File: src/rtl/vga_scan_engine.sv
// VGA scan-out engine: pixel divider, raster counters, image-memory read stream,
// per-channel gain and sync/data alignment with frame-aligned enable.
module vga_scan_engine #(
    parameter int unsigned H_ACTIVE = 640,
    parameter int unsigned H_FP     = 16,
    parameter int unsigned H_SYNC   = 96,
    parameter int unsigned H_BP     = 48,
    parameter int unsigned V_ACTIVE = 480,
    parameter int unsigned V_FP     = 10,
    parameter int unsigned V_SYNC   = 2,
    parameter int unsigned V_BP     = 33,
    parameter int unsigned CLK_DIV  = 2,
    parameter int unsigned MEM_LAT  = 1,
    parameter int unsigned IMG_W    = 256,
    parameter int unsigned IMG_H    = 256,
    parameter int unsigned ADDR_W   = 16,
    parameter int unsigned PIX_W    = 8
) (
    input  logic                 clk,
    input  logic                 rst,
    input  logic                 en,
    input  logic [1:0]           red_gain,
    input  logic [1:0]           green_gain,
    input  logic [1:0]           blue_gain,
    output logic                 pix_rd,
    output logic [ADDR_W-1:0]    pix_addr,
    input  logic [PIX_W-1:0]     pix_data,
    output logic [3*PIX_W-1:0]   rgb,
    output logic                 h_sync,
    output logic                 v_sync,
    output logic                 vga_clk,
    output logic                 frame_start,
    output logic                 active
);

    localparam int unsigned H_TOTAL   = H_ACTIVE + H_FP + H_SYNC + H_BP;
    localparam int unsigned V_TOTAL   = V_ACTIVE + V_FP + V_SYNC + V_BP;
    localparam int unsigned HC_W      = $clog2(H_TOTAL);
    localparam int unsigned VC_W      = $clog2(V_TOTAL);
    localparam int unsigned DIV_W     = $clog2(CLK_DIV);
    localparam int unsigned H_SYNC_LO = H_ACTIVE + H_FP;
    localparam int unsigned H_SYNC_HI = H_SYNC_LO + H_SYNC;
    localparam int unsigned V_SYNC_LO = V_ACTIVE + V_FP;
    localparam int unsigned V_SYNC_HI = V_SYNC_LO + V_SYNC;

    typedef enum logic {S_IDLE = 1'b0, S_SCAN = 1'b1} state_t;

    state_t              state, state_nxt;
    logic [DIV_W-1:0]    div;
    logic [HC_W-1:0]     h_cnt;
    logic [VC_W-1:0]     v_cnt;
    logic [ADDR_W-1:0]   addr;
    logic [MEM_LAT-1:0]  rd_pipe;
    logic [3*PIX_W-1:0]  px_q;
    logic                s1_vis, s1_win, s1_hs, s1_vs, s1_fs;

    logic                tick_c, origin_c, go_c, h_wrap_c, v_wrap_c;
    logic                vis_c, in_win_c, hs_reg_c, vs_reg_c, cap_c;
    logic [DIV_W-1:0]    div_nxt_c;
    logic [ADDR_W-1:0]   cur_addr_c;
    logic [3*PIX_W-1:0]  gained_c, stage_c;

    function automatic logic [PIX_W-1:0] apply_gain(input logic [1:0] g, input logic [PIX_W-1:0] s);
        case (g)
            2'd0:    return '0;
            2'd1:    return s >> 2;
            2'd2:    return s >> 1;
            default: return s;
        endcase
    endfunction

    assign tick_c     = (div == '0);
    assign div_nxt_c  = (div == DIV_W'(CLK_DIV - 1)) ? '0 : div + DIV_W'(1);
    assign origin_c   = (h_cnt == '0) && (v_cnt == '0);
    assign h_wrap_c   = (h_cnt == HC_W'(H_TOTAL - 1));
    assign v_wrap_c   = (v_cnt == VC_W'(V_TOTAL - 1));
    assign vis_c      = (32'(h_cnt) < H_ACTIVE) && (32'(v_cnt) < V_ACTIVE);
    assign in_win_c   = (32'(h_cnt) < IMG_W) && (32'(v_cnt) < IMG_H);
    assign hs_reg_c   = (32'(h_cnt) >= H_SYNC_LO) && (32'(h_cnt) < H_SYNC_HI);
    assign vs_reg_c   = (32'(v_cnt) >= V_SYNC_LO) && (32'(v_cnt) < V_SYNC_HI);
    assign cur_addr_c = origin_c ? '0 : addr;
    assign cap_c      = rd_pipe[MEM_LAT-1];
    assign gained_c   = {apply_gain(red_gain, pix_data), apply_gain(green_gain, pix_data),
                         apply_gain(blue_gain, pix_data)};
    // Data returning on the presenting edge itself bypasses the capture register
    assign stage_c    = cap_c ? gained_c : px_q;

    always_ff @(posedge clk) begin : state_reg
        if (!rst) state <= S_IDLE;
        else      state <= state_nxt;
    end

    // Run/idle decision is only revisited at the frame boundary
    always_comb begin : next_state
        state_nxt = state;
        if (tick_c && origin_c) state_nxt = en ? S_SCAN : S_IDLE;
    end

    always_comb begin : fsm_out
        go_c = 1'b0;
        if (tick_c) go_c = origin_c ? en : (state == S_SCAN);
    end

    always_ff @(posedge clk) begin : pixel_clock
        if (!rst) begin
            div     <= '0;
            vga_clk <= 1'b0;
        end else begin
            div     <= div_nxt_c;
            vga_clk <= (32'(div) < CLK_DIV / 2);
        end
    end

    always_ff @(posedge clk) begin : raster
        if (!rst) begin
            h_cnt <= '0;
            v_cnt <= '0;
            addr  <= '0;
        end else if (go_c) begin
            if (h_wrap_c) begin
                h_cnt <= '0;
                v_cnt <= v_wrap_c ? '0 : v_cnt + VC_W'(1);
            end else begin
                h_cnt <= h_cnt + HC_W'(1);
            end
            addr <= in_win_c ? cur_addr_c + ADDR_W'(1) : cur_addr_c;
        end
    end

    always_ff @(posedge clk) begin : read_issue
        if (!rst) begin
            pix_rd   <= 1'b0;
            pix_addr <= '0;
            rd_pipe  <= '0;
            px_q     <= '0;
        end else begin
            pix_rd <= go_c && in_win_c;
            if (go_c && in_win_c) pix_addr <= cur_addr_c;
            rd_pipe[0] <= pix_rd;
            for (int i = 1; i < MEM_LAT; i++) rd_pipe[i] <= rd_pipe[i-1];
            if (cap_c) px_q <= gained_c;
        end
    end

    // One pixel of delay on position attributes so syncs stay aligned with data
    always_ff @(posedge clk) begin : align_stage
        if (!rst) begin
            s1_vis <= 1'b0;
            s1_win <= 1'b0;
            s1_hs  <= 1'b1;
            s1_vs  <= 1'b1;
            s1_fs  <= 1'b0;
        end else if (tick_c) begin
            s1_vis <= go_c && vis_c;
            s1_win <= go_c && in_win_c;
            s1_hs  <= !(go_c && hs_reg_c);
            s1_vs  <= !(go_c && vs_reg_c);
            s1_fs  <= go_c && origin_c;
        end
    end

    always_ff @(posedge clk) begin : present
        if (!rst) begin
            rgb         <= '0;
            h_sync      <= 1'b1;
            v_sync      <= 1'b1;
            active      <= 1'b0;
            frame_start <= 1'b0;
        end else begin
            frame_start <= tick_c && s1_fs;
            if (tick_c) begin
                rgb    <= s1_win ? stage_c : '0;
                h_sync <= s1_hs;
                v_sync <= s1_vs;
                active <= s1_vis;
            end
        end
    end

endmodule
File: config.mk
export PLATFORM = sky130hd
export DESIGN_NAME = vga_scan_engine
export DESIGN_NICKNAME = d
export VERILOG_FILES = /design/src/rtl/vga_scan_engine.sv
export SDC_FILE = /design/constraint.sdc
export NUM_CORES = 1
export LEC_CHECK = 0
export ABC_AREA = 1
export CAP_MARGIN = 25
export CORE_MARGIN = 2
export CORE_UTILIZATION = 50
export DETAILED_ROUTE_END_ITERATION = 6
export HOLD_SLACK_MARGIN = 0.05
export PLACE_DENSITY = 0.79
export SLEW_MARGIN = 20
export SYNTH_ARGS = -nofsm -noshare
export SYNTH_HDL_FRONTEND = slang
export SYNTH_SLANG_ARGS = --single-unit
File: constraint.sdc
create_clock -name clk -period 3 [get_ports clk]
set_clock_uncertainty 0.1 [all_clocks]
set_input_delay 0.45 -clock clk [delete_from_list [all_inputs] [get_ports clk]]
set_output_delay 0.45 -clock clk [all_outputs]
set_load 0.02 [all_outputs]
==> impl_metrics.csv <==
group,metric,value,unit
synth,synth_edf_count,0,
place,placed_cell_area,5870,sq um
timing,tns,0,ns
final_layout,biggestRegsByFlops,"px_q (24), rgb (24)",
drt,dr.first_iter.drc_count,299,
global_routing,grt_max_degree,75,
place,dp_cells,856,
place,port_buffers,62,
drt,drt-total-wl,13.0,mm
synth,synth_top_area_share,43.8,%
drt,dr.pass1.iters,5,
timing,rsz0062_at_grt,"no",
final_layout,nNetsFinal,761,
synth,ys_top_cells_by_count,"128 x nand2_1, 114 x dfxtp_1, 80 x nor2_1",
final_layout,antennaDiodeCount,0,
place,gp_congestion,0.909,
synth,yosysWarnings,0,
power,ir_worst_vdd,0.000352,V
critical_path,path_class,"reg -> reg",
global_routing,antenna_found_initial,0,
die,design.core.area,10200,sq um
status,status,"finished, final reports clean",
critical_path,crit_required,3.31,ns
drt,routedWlPerCell,14.6,um
global_routing,grt_pass1_vias,4790,
final_layout,utilization,63.5,%
final_layout,drive_gt1_share,9.97,%
timing,worstMarginPinSlew,0.778,ns
drt,vias,4968,
timing,max_freq,380,MHz
global_routing,overflow,0,
synth,synth.top_cells.by_area,"dfxtp_1 44%, nand2_1 9.2%, a21oi_1 6.0%, nor2_1 5.8%, o21ai_0 4.7%",
synth,synth_seq_cells,114,
critical_path,worstSetupEndpointType,"register",
final_layout,area_growth,24.6,%
clocking,cts_root_buf,"clkbuf_8",
clocking,cts_setup_buffers,0,
timing,fin_crit_sh,87.7,%
drt,ant_nets,0,
drt,via_per_inst,5.59,
timing,finalMaxSlewViolations,0,
clocking,clk_path_buf_depth,2,
die,io_pins,63,
global_routing,grt_pass1_wl,22.1,mm
synth,ys.flop_type,"dfxtp_1",
clocking,h-tree-depth,4,
timing,relSlewSlack,48.1,%
timing,finalHoldViolations,0,
final_layout,final_cell_area,6490,sq um
power,power_density,651,nW/um^2
synth,ys_seq_area_share,43.8,%
critical_path,cp-start-kind,"register",
global_routing,grtUsageTotal,24.2,%
critical_path,cp_max_fo,5,
synth,syn-num-nets,707,
die,rows,37,
power,leakagePower,2.47,nW
clocking,path_clk_slew,0.06,ns
clocking,cts_tree,"yes",
synth,async_reset_ff_share,0,%
synth,synth_area_leader_cell,"dfxtp_1",
timing,setup_viol,0,
die,die_area,11200,sq um
synth,netlist-cell-type-count,43,
clocking,clk_latency,0.52,ns
flow_run,maxCapViolCount,0,
die,die_h,106,um
drt,route.detailed.drc,0,
synth,syn-cell-area,5210,sq um
place,hpwl,8.85,mm
synth,yosysMostFrequentCell,"nand2_1",
worst_hold_path,hold_path.class,"in -> reg",
die,start_util,50.9,%
final_layout,fin_cells,888,
die,die_w,106,um
synth,avgSynthCellArea,7.60,sq um
synth,synthCells,685,
critical_path,worstPathArrival,2.94,ns
clocking,clock_sinks,114,
timing,period_minus_slack,2.63,ns
clocking,numCtsBuffers,17,
## cell usage in the layout (no fill, tap or decap), drive strengths merged, types with 3 or more instances in the layout
cell type | netlist | final
clkbuf | 21 | 17
buf | 11 | 6
clkdlybuf4s50 | 0 | 61
nand4 | 11 | 11
nand3 | 30 | 30
a32o | 21 | 21
ha | 5 | 5
inv | 68 | 71
nor3 | 15 | 15
o221ai | 18 | 18
nand3b | 5 | 5
dfxtp | 114 | 114
o21ai | 61 | 61
bufinv | 0 | 4
clkinv | 1 | 7
nand2 | 135 | 135
nor4 | 3 | 3
a21oi | 62 | 62
nor2 | 88 | 88
xor2 | 3 | 3
## through the flow
stage	hold WS (ns)	power [W]	setup slack [ns]
3_5_place_dp	0.340	0.00215	0.377
3_3_place_gp	0.334	0.00214	0.487
6_report	0.325	0.00422	0.369
5_1_grt	0.348	0.00438	0.0494
2_1_floorplan	0.319	0.00200	0.364
4_1_cts	0.292	0.00424	0.303
## worst paths after layout
| path | from | endpoint | slack, ns | depth (start not counted) |
|---|---|---|---|---|
| setup / recovery | v_cnt[0] | addr[8] | 0.37 | 18 |
| hold reg to reg | s1_fs | frame_start | 0.36 | 2 |
| hold / removal | rst | v_sync | 0.32 | 3 |
| setup reg to reg | v_cnt[0] | addr[8] | 0.37 | 18 |
## power breakdown
part	internal, W	switching [W]
Clock	0.00136	0.000741
Sequential	0.00158	0.0000381
Combinational	0.000168	0.000338
Total	0.00311	0.00112
## cell type report
type,count,area (sq um)
clock buffers,17,414
clock inverters,15,206
fillers,857,3740
inverters,69,262
multi-input cells,470,2490
flip-flops and latches,114,2280
well taps,136,170
repair buffers,67,666
## layer usage
| metal | GRT usage [%] | vias to the layer above | wire, um |
|---|---|---|---|
| li1 | - | 2439 | - |
| met1 | 30.6 | 2308 | 5640 |
| met2 | 41.0 | 189 | 6230 |
| met3 | 4.41 | 32 | 812 |
| met4 | 9.68 | 0 | 314 |
| met5 | 0 | - | 0 |
## timing repair
action	4_1_cts	5_1_grt
gates resized for setup	0	1
setup endpoints to repair	0	1
hold buffers	0	0
## kinds of logic after synthesis
| family | count (synthesis) | synth area share (%) |
|---|---|---|
| AND/OR/NAND/NOR | 291 | 25.8 |
| AO/OA/AOI/OAI | 170 | 20.2 |
| flip-flops | 114 | 43.8 |
| buffers and inverters | 101 | 8.38 |
| adder cells (fa/ha/maj) | 5 | 1.20 |
| XOR/XNOR | 4 | 0.673 |
## worst max-delay path: stages, from the launching register on
cell	delay (ns)
dfxtp_1	0.39
inv_1	0.11
ha_1	0.26
nand2_1	0.08
inv_1	0.05
nand2_1	0.11
nor2_4	0.05
nand3_4	0.09
nand2_1	0.09
inv_1	0.11
ha_1	0.21
nand2_1	0.06
nand3b_1	0.16
nor2_2	0.16
nand3_1	0.17
nor2_1	0.16
nand2_1	0.07
nand2_1	0.06
nor2_1	0.04
(Power assumes the default switching activity.)
